**config.mk**
```make
export PLATFORM = sky130hd
export DESIGN_NAME = sevenseg_scan_driver
export DESIGN_NICKNAME = d
export VERILOG_FILES = /design/src/rtl/sevenseg_scan_driver.sv
export SDC_FILE = /design/constraint.sdc
export NUM_CORES = 1
export LEC_CHECK = 0
export ABC_AREA = 0
export CORE_AREA = 2 2 72 74
export CTS_BUF_LIST = sky130_fd_sc_hd__clkbuf_8
export DETAILED_ROUTE_END_ITERATION = 8
export DIE_AREA = 0 0 74 76
export HOLD_SLACK_MARGIN = 0.06
export MAX_ROUTING_LAYER = met4
export PLACE_DENSITY = 0.84
export SLEW_MARGIN = 20
export SYNTH_ARGS = -nofsm -noshare
export SYNTH_HDL_FRONTEND = slang
export SYNTH_SLANG_ARGS = --single-unit
```
**constraint.sdc**
```tcl
create_clock -name clk -period 3.24 [get_ports clk]
set_clock_uncertainty 0.2 [all_clocks]
set_input_delay 0.648 -clock clk [delete_from_list [all_inputs] [get_ports clk]]
set_output_delay 0.648 -clock clk [all_outputs]
set_load 0.005 [all_outputs]
```
**src/rtl/sevenseg_scan_driver.sv**
```systemverilog
// sevenseg_scan_driver
// Time-multiplexes a packed 4-digit BCD word onto a common-anode
// seven-segment display. New words are shadow-latched on bcd_valid and
// only committed to the displayed copy when the scan wraps from digit 3
// to digit 0, so a frame never mixes old and new digits. All display
// outputs are registered and lag the scan index by one clock.

module sevenseg_scan_driver #(
  parameter int REFRESH_DIV = 100_000,
  parameter bit BLANK_LZ    = 1'b1
) (
  input  logic        clk,
  input  logic        rst_n,
  input  logic [15:0] bcd_in,
  input  logic        bcd_valid,
  input  logic [3:0]  dp_in,
  output logic [3:0]  an,
  output logic [6:0]  seg,
  output logic        dp,
  output logic        frame_tick
);

  localparam int              DIV_W    = (REFRESH_DIV > 2) ? $clog2(REFRESH_DIV) : 1;
  localparam logic [DIV_W-1:0] DIV_LAST = DIV_W'(REFRESH_DIV - 1);

  // Active-low segment pattern (g..a); anything outside 0-9 shows a dash.
  function automatic logic [6:0] seg_decode(input logic [3:0] nib);
    logic [6:0] pat;
    case (nib)
      4'd0:    pat = 7'b1000000;
      4'd1:    pat = 7'b1111001;
      4'd2:    pat = 7'b0100100;
      4'd3:    pat = 7'b0110000;
      4'd4:    pat = 7'b0011001;
      4'd5:    pat = 7'b0010010;
      4'd6:    pat = 7'b0000010;
      4'd7:    pat = 7'b1111000;
      4'd8:    pat = 7'b0000000;
      4'd9:    pat = 7'b0010000;
      default: pat = 7'b0111111;
    endcase
    return pat;
  endfunction

  logic [DIV_W-1:0] div_r;
  logic [1:0]       idx_r;
  logic [15:0]      shadow_r;
  logic [15:0]      disp_r;

  logic             wrap_s;
  logic             commit_s;
  logic [3:0]       nib_s;
  logic             upper_zero_s;
  logic             blank_s;
  logic [3:0]       an_next_s;
  logic [6:0]       seg_next_s;
  logic             dp_next_s;

  assign wrap_s   = (div_r == DIV_LAST);
  assign commit_s = wrap_s && (idx_r == 2'd3);

  // Slot divider and digit index; the index steps once per slot.
  always_ff @(posedge clk or negedge rst_n) begin
    if (!rst_n) begin
      div_r <= '0;
      idx_r <= 2'd0;
    end else if (wrap_s) begin
      div_r <= '0;
      idx_r <= idx_r + 2'd1;
    end else begin
      div_r <= div_r + DIV_W'(1);
    end
  end

  // Shadow capture (latest strobe wins) and frame-boundary commit.
  always_ff @(posedge clk or negedge rst_n) begin
    if (!rst_n) begin
      shadow_r <= 16'h0000;
      disp_r   <= 16'h0000;
    end else begin
      if (bcd_valid) begin
        shadow_r <= bcd_in;
      end
      if (commit_s) begin
        // A strobe landing on the commit edge bypasses the shadow so it is
        // shown in the frame that is just starting.
        disp_r <= bcd_valid ? bcd_in : shadow_r;
      end
    end
  end

  // Select the current nibble and decide whether it is a blanked leading zero.
  always_comb begin
    nib_s        = 4'h0;
    upper_zero_s = 1'b0;
    case (idx_r)
      2'd0: begin
        nib_s        = disp_r[3:0];
        upper_zero_s = 1'b0;
      end
      2'd1: begin
        nib_s        = disp_r[7:4];
        upper_zero_s = (disp_r[15:4] == 12'h000);
      end
      2'd2: begin
        nib_s        = disp_r[11:8];
        upper_zero_s = (disp_r[15:8] == 8'h00);
      end
      2'd3: begin
        nib_s        = disp_r[15:12];
        upper_zero_s = (disp_r[15:12] == 4'h0);
      end
      default: begin
        nib_s        = 4'h0;
        upper_zero_s = 1'b0;
      end
    endcase
    blank_s = (BLANK_LZ == 1'b1) && upper_zero_s && !dp_in[idx_r];
  end

  // Next values for the display pins; a blanked slot turns everything off.
  always_comb begin
    an_next_s  = 4'b1111;
    seg_next_s = 7'h7F;
    dp_next_s  = 1'b1;
    if (blank_s) begin
      an_next_s  = 4'b1111;
      seg_next_s = 7'h7F;
      dp_next_s  = 1'b1;
    end else begin
      an_next_s  = ~(4'b0001 << idx_r);
      seg_next_s = seg_decode(nib_s);
      dp_next_s  = ~dp_in[idx_r];
    end
  end

  // Output registers, one clock behind the scan index.
  always_ff @(posedge clk or negedge rst_n) begin
    if (!rst_n) begin
      an         <= 4'b1111;
      seg        <= 7'h7F;
      dp         <= 1'b1;
      frame_tick <= 1'b0;
    end else begin
      an         <= an_next_s;
      seg        <= seg_next_s;
      dp         <= dp_next_s;
      frame_tick <= commit_s;
    end
  end

endmodule

```
==> insert_results.sql <==
INSERT INTO impl_metrics (metric_group, metric, value, unit) VALUES
('final_layout', 'finalNetCount', '305', ''),
('placement', 'place_ws', '0.618', 'ns'),
('min_path', 'worst_hold_path_type', 'in2async', ''),
('sta', 'fin_tns_setup', '0', 'ns'),
('drt', 'post-route-drc-count', '0', ''),
('floorplanning', 'die_height', '76', 'um'),
('floorplanning', 'floorplan.rows', '26', ''),
('logic_synthesis', 'yosysUniqueCellTypes', '36', ''),
('sta', 'hold_violations', '0', ''),
('final_layout', 'fin_cells', '348', ''),
('logic_synthesis', 'synth_largest_type_area_fraction', '45.7', '%'),
('final_layout', 'stdcell_area', '3500', 'um2'),
('drt', 'post_drt_wl_per_cell', '14.7', 'um'),
('drt', 'route.final.wire_length', '5110', 'um'),
('critical_path', 'arrival_time_reported_for_the_critical_path_endpoint', '2.44', 'ns'),
('drt', 'routed-via-count', '1855', ''),
('logic_synthesis', 'yosys_most_used_dff', 'dfrtp_1', ''),
('grt', 'grt_remaining_overflow', '0', ''),
('logic_synthesis', 'postSynth.asyncResetShare', '100', '%'),
('grt', 'grt.total_usage', '22.2', '%'),
('clock_network', 'ctsHoldBuffers', '0', ''),
('clock_network', 'cts_repair_resize_count', '0', ''),
('logic_synthesis', 'syn_area', '2850', 'um2'),
('logic_synthesis', 'synth_area_leaders', 'dfrtp_1 (46%), dfstp_2 (11%), mux2_2 (7.5%), mux2_4 (5.3%), ha_1 (4.0%)', ''),
('logic_synthesis', 'yosys_warnings', '0', ''),
('sta', 'rsz0062_at_grt', 'false', ''),
('floorplanning', 'core_area', '4910', 'um2'),
('critical_path', 'cp.required', '3.32', 'ns'),
('placement', 'dp.cells', '332', ''),
('run', 'drv.max_cap_violation_count', '0', ''),
('sta', 'worst_pin_slew', '0.771', 'ns'),
('critical_path', 'setup.worst_path.class', 'reg2reg', ''),
('sta', 'max_freq', '425', 'MHz'),
('drt', 'first_pass_iters', '6', ''),
('logic_synthesis', 'synth_edf_count', '0', ''),
('logic_synthesis', 'synth_top_area_cell', 'dfrtp_1', ''),
('final_layout', 'flow.area_growth_from_synthesis', '22.8', '%'),
('clock_network', 'cts.sink_count', '64', ''),
('clock_network', 'cts_made_buffers', '9', ''),
('final_layout', 'regArea', '1620', 'um2'),
('floorplanning', 'pin_count', '36', ''),
('final_layout', 'antennaDiodeCount', '0', ''),
('sta', 'timing_max_transition_violations_final', '0', ''),
('final_layout', 'fillerInstances', '345', ''),
('status', 'outcome', 'finished, final reports clean', ''),
('placement', 'routabilityCongestion', '0.870', ''),
('floorplanning', 'dieArea', '5620', 'um2'),
('sta', 'timing.max_slew.rel_slack', '48.6', '%'),
('clock_network', 'clock_tree.htree_level_count', '3', ''),
('logic_synthesis', 'synth_instances', '231', ''),
('clock_network', 'worstSkewPairLatency', '0.35', 'ns'),
('drt', 'post_route_antenna_net_violation_count', '0', ''),
('sta', 'timing.final.ws_setup', '0.887', 'ns'),
('floorplanning', 'fp.dieW', '74', 'um'),
('final_layout', 'final_layout_size_suffix_gt1_share', '23.4', '%'),
('sta', 'finalWorstPathRequiredPeriod', '2.35', 'ns'),
('clock_network', 'clock_path_buffers', '2', ''),
('sta', 'hold_slack', '0.236', 'ns'),
('drt', 'initialDrtViolationCount', '114', ''),
('critical_path', 'cp_slowest_stage_delay', '0.43', 'ns'),
('critical_path', 'critical_path.cell_chain', 'ha_1 > a222oi_1 > mux2_2 > inv_1 > ha_1 > a32o_1 > nand2_1', ''),
('logic_synthesis', 'synth.yosys.seq_area_share', '56.8', '%'),
('grt', 'grt_antenna_before_repair', '0', ''),
('final_layout', 'multi_input_comb_area', '1150', 'um2'),
('sta', 'finalSetupViolCount', '0', ''),
('placement', 'detailed_place_hpwl', '3380', 'um'),
('grt', 'first_global_vias', '1888', ''),
('critical_path', 'crit_path_frequent_cell', 'ha_1', ''),
('critical_path', 'crit_slowest_cell', 'dfrtp_1', ''),
('power', 'power.ir.vdd_worst', '281', 'uV'),
('grt', 'grt_pass1_wl', '9040', 'um');
## layout make-up
cell class,count,area share [%]
well taps,70,2.50
clock inverters,7,2.97
clock buffers,9,3.54
repair buffers,38,10.5
multi-input cells,148,33.0
inverters,12,1.29
flip-flops and latches,64,46.2
## worst max-delay path, delay by kind of cell (launching register included)
kind,cells,cell delay [ns]
AO/OA/AOI/OAI,2,0.64
adder cells (fa/ha/maj),2,0.58
flip-flops,1,0.43
multiplexers,1,0.26
buffers and inverters,1,0.11
AND/OR/NAND/NOR,1,0.07
## sequential cells by signal, summed over array words and instances (netlist names)
signal,count
div_r,17
frame_tick,1
seg,7
shadow_r,16
disp_r,16
an,4
idx_r,2
dp,1
## synthesized netlist by cell type (all sizes together) (3+ instances only)
master  number
nand4        6
dfstp       12
xnor2        8
a21oi        4
mux2        29
clkbuf       6
dfrtp       52
o21ai        8
nand2       21
ha           9
nand3        7
inv         12
nor4         4
nor2        20
xor2         8
and3         3
a22oi        4
## final timing paths
kind / slack (ns) / from / endpoint / cells after the start
setup reg to reg: 0.89 / idx_r[0] / seg[4] / 7
max in group asynchronous: 2.08 / rst_n / idx_r[0] / 2
hold reg to reg: 0.28 / div_r[0] / div_r[0] / 1
min in group clk: 0.28 / div_r[0] / div_r[0] / 1
hold / removal: 0.24 / rst_n / shadow_r[2] / 2
setup / recovery: 0.89 / idx_r[0] / seg[4] / 7
## power breakdown
part / internal, mW / leakage, nW / switching (mW)
Combinational: 0.0545 / 0.732 / 0.0356
Sequential: 0.827 / 0.768 / 0.0131
Clock: 0.442 / 0.114 / 0.339
## per-layer routing
layer | vias to the layer above | global-route usage [%] | routed length, um
met3 | 15 | 4.89 | 211
met5 | - | - | 0
li1 | 885 | - | -
met4 | 0 | 12.7 | 148
met2 | 47 | 32.1 | 2470
met1 | 908 | 28.6 | 2280
## cells by family (layout without fill, tap and decap cells)
kind of cell             after synthesis  count (layout)  share of synthesized area [%]
AND/OR/NAND/NOR                       69              69                           12.3
flip-flops                            64              64                           56.8
multiplexers                          31              31                           13.9
AO/OA/AOI/OAI                         23              23                           5.36
buffers and inverters                 19              66                           2.77
XOR/XNOR                              16              16                           4.92
adder cells (fa/ha/maj)                9               9                           3.95
## placed cells by master, fill, tap and decap left out, types with 2 or more instances in the layout
| cell | n |
|---|---|
| dfrtp_1 | 52 |
| clkdlybuf4s50_1 | 34 |
| nor2_1 | 20 |
| nand2_1 | 20 |
| mux2_2 | 19 |
| inv_1 | 12 |
| dfstp_2 | 12 |
| mux2_4 | 10 |
| ha_1 | 9 |
| clkbuf_8 | 9 |
| o21ai_0 | 8 |
| xnor2_1 | 8 |
| xor2_1 | 8 |
| nand3_1 | 7 |
| nand4_1 | 6 |
| a21oi_1 | 4 |
| a22oi_1 | 4 |
| nor4_1 | 3 |
| and3_1 | 3 |
| clkinv_4 | 3 |
| buf_4 | 3 |
| nor3_1 | 2 |
| a222oi_1 | 2 |
| bufinv_16 | 2 |
| inv_6 | 2 |
No activity file was read; power rests on OpenSTA's default activity.
==> RTL edit 1, RTL diff (same flow settings) <==
The parameter `REFRESH_DIV` goes from 100_000 to 50_000.
--- a/src/rtl/sevenseg_scan_driver.sv
+++ b/src/rtl/sevenseg_scan_driver.sv
@@ -8,3 +8,3 @@
 module sevenseg_scan_driver #(
-  parameter int REFRESH_DIV = 100_000,
+  parameter int REFRESH_DIV = 50_000,
   parameter bit BLANK_LZ    = 1'b1
Check against the original RTL: same outputs for any inputs over 10 cycles, from zero or initial values and one cycle with rst_n low; that may be too few to reach the edited logic, so the function may still have changed.
==> RTL edit 1 against the unedited design <==
  * Sequential cell count shrank 1
  * Global-route usage decreased by 1.1 points
  * Synthesized area decreased by 0.31%
  * Setup slack got worse by 0.21 ns
  * Total power rose by 1.5%
  * Routed wire length is 1.1% lower
  * Cell area decreased by 0.82%
  * Clock power decreased by 3.1%
  * First-iteration DRC count up 45%
  * Maximum frequency shrank 8.0%
  * Critical path depth did not move
  * Critical path type unchanged
  * Largest power group unchanged
==> RTL edit 1: results (changes against the unedited design) <==
Status -> complete, no violations
Syn_nets -> 251 (-4.6%)
GRT met1 Usage -> 26.08% (-2.5 points)
Antenna violations before repair -> 0 (unchanged)
Metal2 WL -> 2.604 mm (+5.5%)
Share of cells above drive strength 1 -> 25.47% (+2.1 points)
Detailed-route via count -> 1809 (-2.5%)
IO buf count -> 35 (unchanged)
M1 WL -> 2.109 mm (-7.5%)
WHS -> 0.06336 ns (-0.1726 ns)
Post-synthesis compound-gate area fraction -> 4.275% (-1.1 points)
Yosys top cell area share -> 44.95% (-0.74 points)
Crit-path slowest cell -> dfrtp_1
Top cells by instance count after synthesis -> 51 x dfrtp_1, 25 x mux2_2, 14 x nor2_1
DRT iter0 DRCs -> 165 (+45%)
Area share of xor/xnor cells in the synthesized design -> 4.628% (-0.29 points)
Worst slew margin -> 61.21% (+13 points)
DR vias/cell -> 5.368 (+0.70%)
Vias in the first global route -> 1865 (-1.2%)
FF-to-FF End -> seg[5]
Switching power -> 0.3582 mW (-7.6%)
CTS Buf Count -> 9 (unchanged)
Sequential fraction of the synthesis area -> 56.06% (-0.71 points)
First-pass GRT wire length -> 8.638 mm (-4.4%)
Met3 routed WL -> 214 um (+1.4%)
Placed cell count -> 321 (-3.3%)
DPL Wire Length -> 3.567 mm (+5.6%)
Fillers -> 332 (-3.8%)
Post-Place Cell Area -> 3244 sq um (-0.77%)
Clock group -> 0.757 mW (-3.1%)
Syn Area/Cell -> 12.96 sq um (+5.2%)
Crit path max fanout -> 7 (-1)
Combinational Power Share -> 7.8% (+2.5 points)
Netlist cell types -> 38 (+5.6%)
Avg WL per Cell -> 15.00 um (+2.2%)
Max IR drop VDD -> 0.2575 mV (-8.4%)
Sw frac -> 20.62% (-2.0 points)
Initial DRT Pass Iterations -> 4 (-2)
Tot GR Track Use -> 21.11% (-1.1 points)
Arrival @ worst endpoint -> 2.61 ns (+0.17 ns)
Largest net degree at the start of global routing -> 24 (-63%)
Worst slack, placed -> 0.7285 ns (+0.1102 ns)
Top flop regs -> disp_r x16, div_r x16, shadow_r x16
Final net count -> 294 (-3.6%)
H-tree depth -> 3 (unchanged)
Post-Synth Adder-Cell Area -> 3.967% (+0.012 points)
GPL Wtd Cong -> 0.7920 (-8.9%)
Reg-to-reg slack, setup -> 0.68 ns (-0.21 ns)
Period utilization -> 78.98% (+6.3 points)
Family with the most delay on the worst path -> compound AO/OA/AOI/OAI gates
Met2 Use GR -> 32.23% (+0.089 points)
Met3 GRT Util -> 4.233% (-0.66 points)
Uppermost routed layer -> met4
Mux cell area share after synthesis -> 16.17% (+2.2 points)
Largest cells by area after synthesis -> dfrtp_1 45%, dfstp_2 11%, mux2_2 9.9%, mux2_4 4.8%, ha_1 4.0%
[RTL edit 1: cell count changes after synthesis, sizes merged, moves of 3 or more]
cell | unedited run | this run
and4 | 0 | 3
buf | 1 | 6
clkbuf | 6 | 1
mux2 | 29 | 34
nand2 | 21 | 13
nor2 | 20 | 14
o21ai | 8 | 5
xnor2 | 8 | 5
[RTL edit 1: logic make-up (layout without fill, tap and decap cells)]
group | count (synthesis) | count (layout)
flip-flops | 63 | 63
AND/OR/NAND/NOR | 58 | 58
multiplexers | 37 | 37
buffers and inverters | 20 | 68
AO/OA/AOI/OAI | 17 | 17
XOR/XNOR | 15 | 15
adder cells (fa/ha/maj) | 9 | 9
[RTL edit 1: layout make-up]
cell class / count / area share, %
Inverter: 13 / 1.407
Clock inverter: 5 / 2.092
Timing Repair Buffer: 39 / 10.82
Sequential cell: 63 / 45.89
Multi-Input combinational cell: 136 / 32.90
Clock buffer: 11 / 4.365
Tap cell: 70 / 2.525
==> RTL edit 2, RTL diff (config.mk and constraints unchanged) <==
Without the edit above. Register the output `frame_tick` once more; this adds one clock of latency there. The other outputs are not delayed to match.
--- a/src/rtl/sevenseg_scan_driver.sv
+++ b/src/rtl/sevenseg_scan_driver.sv
@@ -24,2 +24,4 @@
   localparam logic [DIV_W-1:0] DIV_LAST = DIV_W'(REFRESH_DIV - 1);
+
+  logic frame_tick_s0;
 
@@ -142,3 +144,3 @@
       dp         <= 1'b1;
-      frame_tick <= 1'b0;
+      frame_tick_s0 <= 1'b0;
     end else begin
@@ -147,4 +149,8 @@
       dp         <= dp_next_s;
-      frame_tick <= commit_s;
+      frame_tick_s0 <= commit_s;
     end
+  end
+
+  always_ff @(posedge clk) begin
+    frame_tick <= frame_tick_s0;
   end
Behaviour: same outputs for any inputs over 10 cycles, from zero or initial values and one cycle with rst_n low; that may be too few to reach the edited logic, so the function may still have changed.
==> RTL edit 2 against the unedited design <==
  * Total power is 10% lower
  * Synthesized area is 0.70% higher
  * Clock power down 24%
  * Setup slack better by 0.013 ns
  * Cell count up 0.29%
  * Routed wire length hardly changed
  * Synthesized cell count grew 0.43%
  * Utilization is 0.69 points lower
  * Sequential cell count rose by 1
  * Worst hold slack worse by 0.094 ns
  * Cell area decreased by 0.97%
  * Largest power group unchanged
==> RTL edit 2: results (changes against the unedited design) <==
Inserted Diodes -> 0 (unchanged)
Final net count -> 306 (+0.33%)
Final wirelength -> 5.106 mm (about the same)
Largest cells by area after synthesis -> dfrtp_1 45%, dfstp_2 11%, mux2_2 7.5%, mux2_4 5.2%, ha_1 3.9%
Vias in the first global route -> 1860 (-1.5%)
First-pass GRT wire length -> 8.797 mm (-2.7%)
Status -> complete, no violations
Asr flop ratio synth -> 98.46% (-1.5 points)
Fillers -> 351 (+1.7%)
CTS Buffer Depth -> 2 (unchanged)
Syn_nets -> 264 (+0.38%)
Arrival @ worst endpoint -> 2.37 ns (-0.07 ns)
Crit path max fanout -> 12 (+4)
CTS Buf Count -> 9 (unchanged)
Skew-Pair Late Insertion Delay -> 0.34 ns
Prevailing post-synth register cell -> dfrtp_1
Sequential fraction of the synthesis area -> 57.07% (+0.30 points)
Tot GR Track Use -> 21.64% (-0.54 points)
Worst Hold Class -> reg -> reg
Clk slew on worst S/H paths -> 0.07 ns
H-tree depth -> 3 (unchanged)
Initial DRT Pass Iterations -> 4 (-2)
Largest net degree at the start of global routing -> 65 (unchanged)
Netlist cell types -> 37 (+2.8%)
Top cells by instance count after synthesis -> 52 x dfrtp_1, 20 x nand2_1, 20 x nor2_1
GPL Wtd Cong -> 0.8189 (-5.8%)
Leakage -> 1.609 nW (-0.30%)
Synth warn -> 0 (unchanged)
Post-CTS Setup Inserts -> 0 (unchanged)
Share of cells above drive strength 1 -> 22.58% (-0.80 points)
Worst slew margin -> 49.18% (+0.60 points)
DPL Wire Length -> 3.551 mm (+5.1%)
Number of gates resized after CTS -> 0 (unchanged)
Top flop regs -> div_r x17, disp_r x16, shadow_r x16
IO buf count -> 35 (unchanged)
Sw frac -> 21.77% (-0.88 points)
Antenna violations before repair -> 0 (unchanged)
Max IR drop VDD -> 0.2793 mV (-0.65%)
DRT iter0 DRCs -> 190 (+67%)
Hold buffers post-CTS -> 0 (unchanged)
DR vias/cell -> 5.315 (-0.29%)
Root Driver -> clkbuf_8
[RTL edit 2: cell types whose count changed after synthesis]
cell / unedited run / this run
dfxtp_1: 0 / 1
[RTL edit 2: worst max-delay path, cell delays in order (launching register included)]
cell,delay (ns)
dfrtp_1,0.43
or4b_4,0.57
nor4_4,0.33
nand2_2,0.31
mux2_4,0.38
[RTL edit 2: cell type report]
cell class | count | area [sq um] | area share, %
clock inverters | 5 | 22.52 | 0.6503
multi-input cells | 148 | 1152 | 33.27
clock buffers | 11 | 151.4 | 4.371
well taps | 70 | 87.58 | 2.529
inverters | 12 | 45.04 | 1.301
repair buffers | 38 | 367.9 | 10.62
flip-flops and latches | 65 | 1637 | 47.25
[RTL edit 2: kinds of logic after synthesis]
kind of cell | count (synthesis) | share of synthesized area (%)
buffers and inverters | 19 | 2.748
and+or+nand+nor | 69 | 12.22
xor gates and xnor gates | 16 | 4.887
muxes | 31 | 13.83
AOI/OAI and AO/OA | 23 | 5.323
DFF | 65 | 57.07
adders and majority gates | 9 | 3.927
[RTL edit 2: worst paths after layout]
check                               to     startpoint  cells past startpoint  slack [ns]
min in group asynchronous  shadow_r[1]          rst_n                      2        0.26
max in group asynchronous     div_r[9]          rst_n                      2        2.08
hold / removal              frame_tick  frame_tick_s0                      0        0.14
hold reg to reg             frame_tick  frame_tick_s0                      0        0.14
setup reg to reg             disp_r[6]       div_r[6]                      4        0.90
setup / recovery             disp_r[6]       div_r[6]                      4        0.90
[RTL edit 2: power groups by stage]
stage	clock (mW)	combinational (mW)	sequential (mW)
floorplan	0	0.0419	0.863
global placement	0	0.0897	0.866
detailed placement	0	0.0922	0.868
CTS	0.607	0.0926	0.853
global route	0.646	0.101	0.856
finish	0.596	0.0904	0.853
[RTL edit 2: stage by stage]
step	setup slack (ns)	hold WS [ns]	instance area [sq um]	std cells
2_1_floorplan	1.033	0.1242	2868	232
6_report	0.8996	0.1418	3463	349
4_1_cts	0.8952	0.1429	3463	349
3_3_place_gp	0.6795	0.1248	3289	333
5_1_grt	0.7571	0.1539	3463	349
3_5_place_dp	0.6395	0.1269	3289	333
[RTL edit 2: layer usage]
metal / wire (um) / up-vias / part of all wire [%] / GRT usage, %
met3: 161 / 13 / 3.2 / 4.762
met1: 2412 / 913 / 47 / 30.09
met2: 2389 / 41 / 47 / 29.29
met5: 0 / - / 0 / -
li1: - / 888 / - / -
met4: 143 / 0 / 2.8 / 12.36
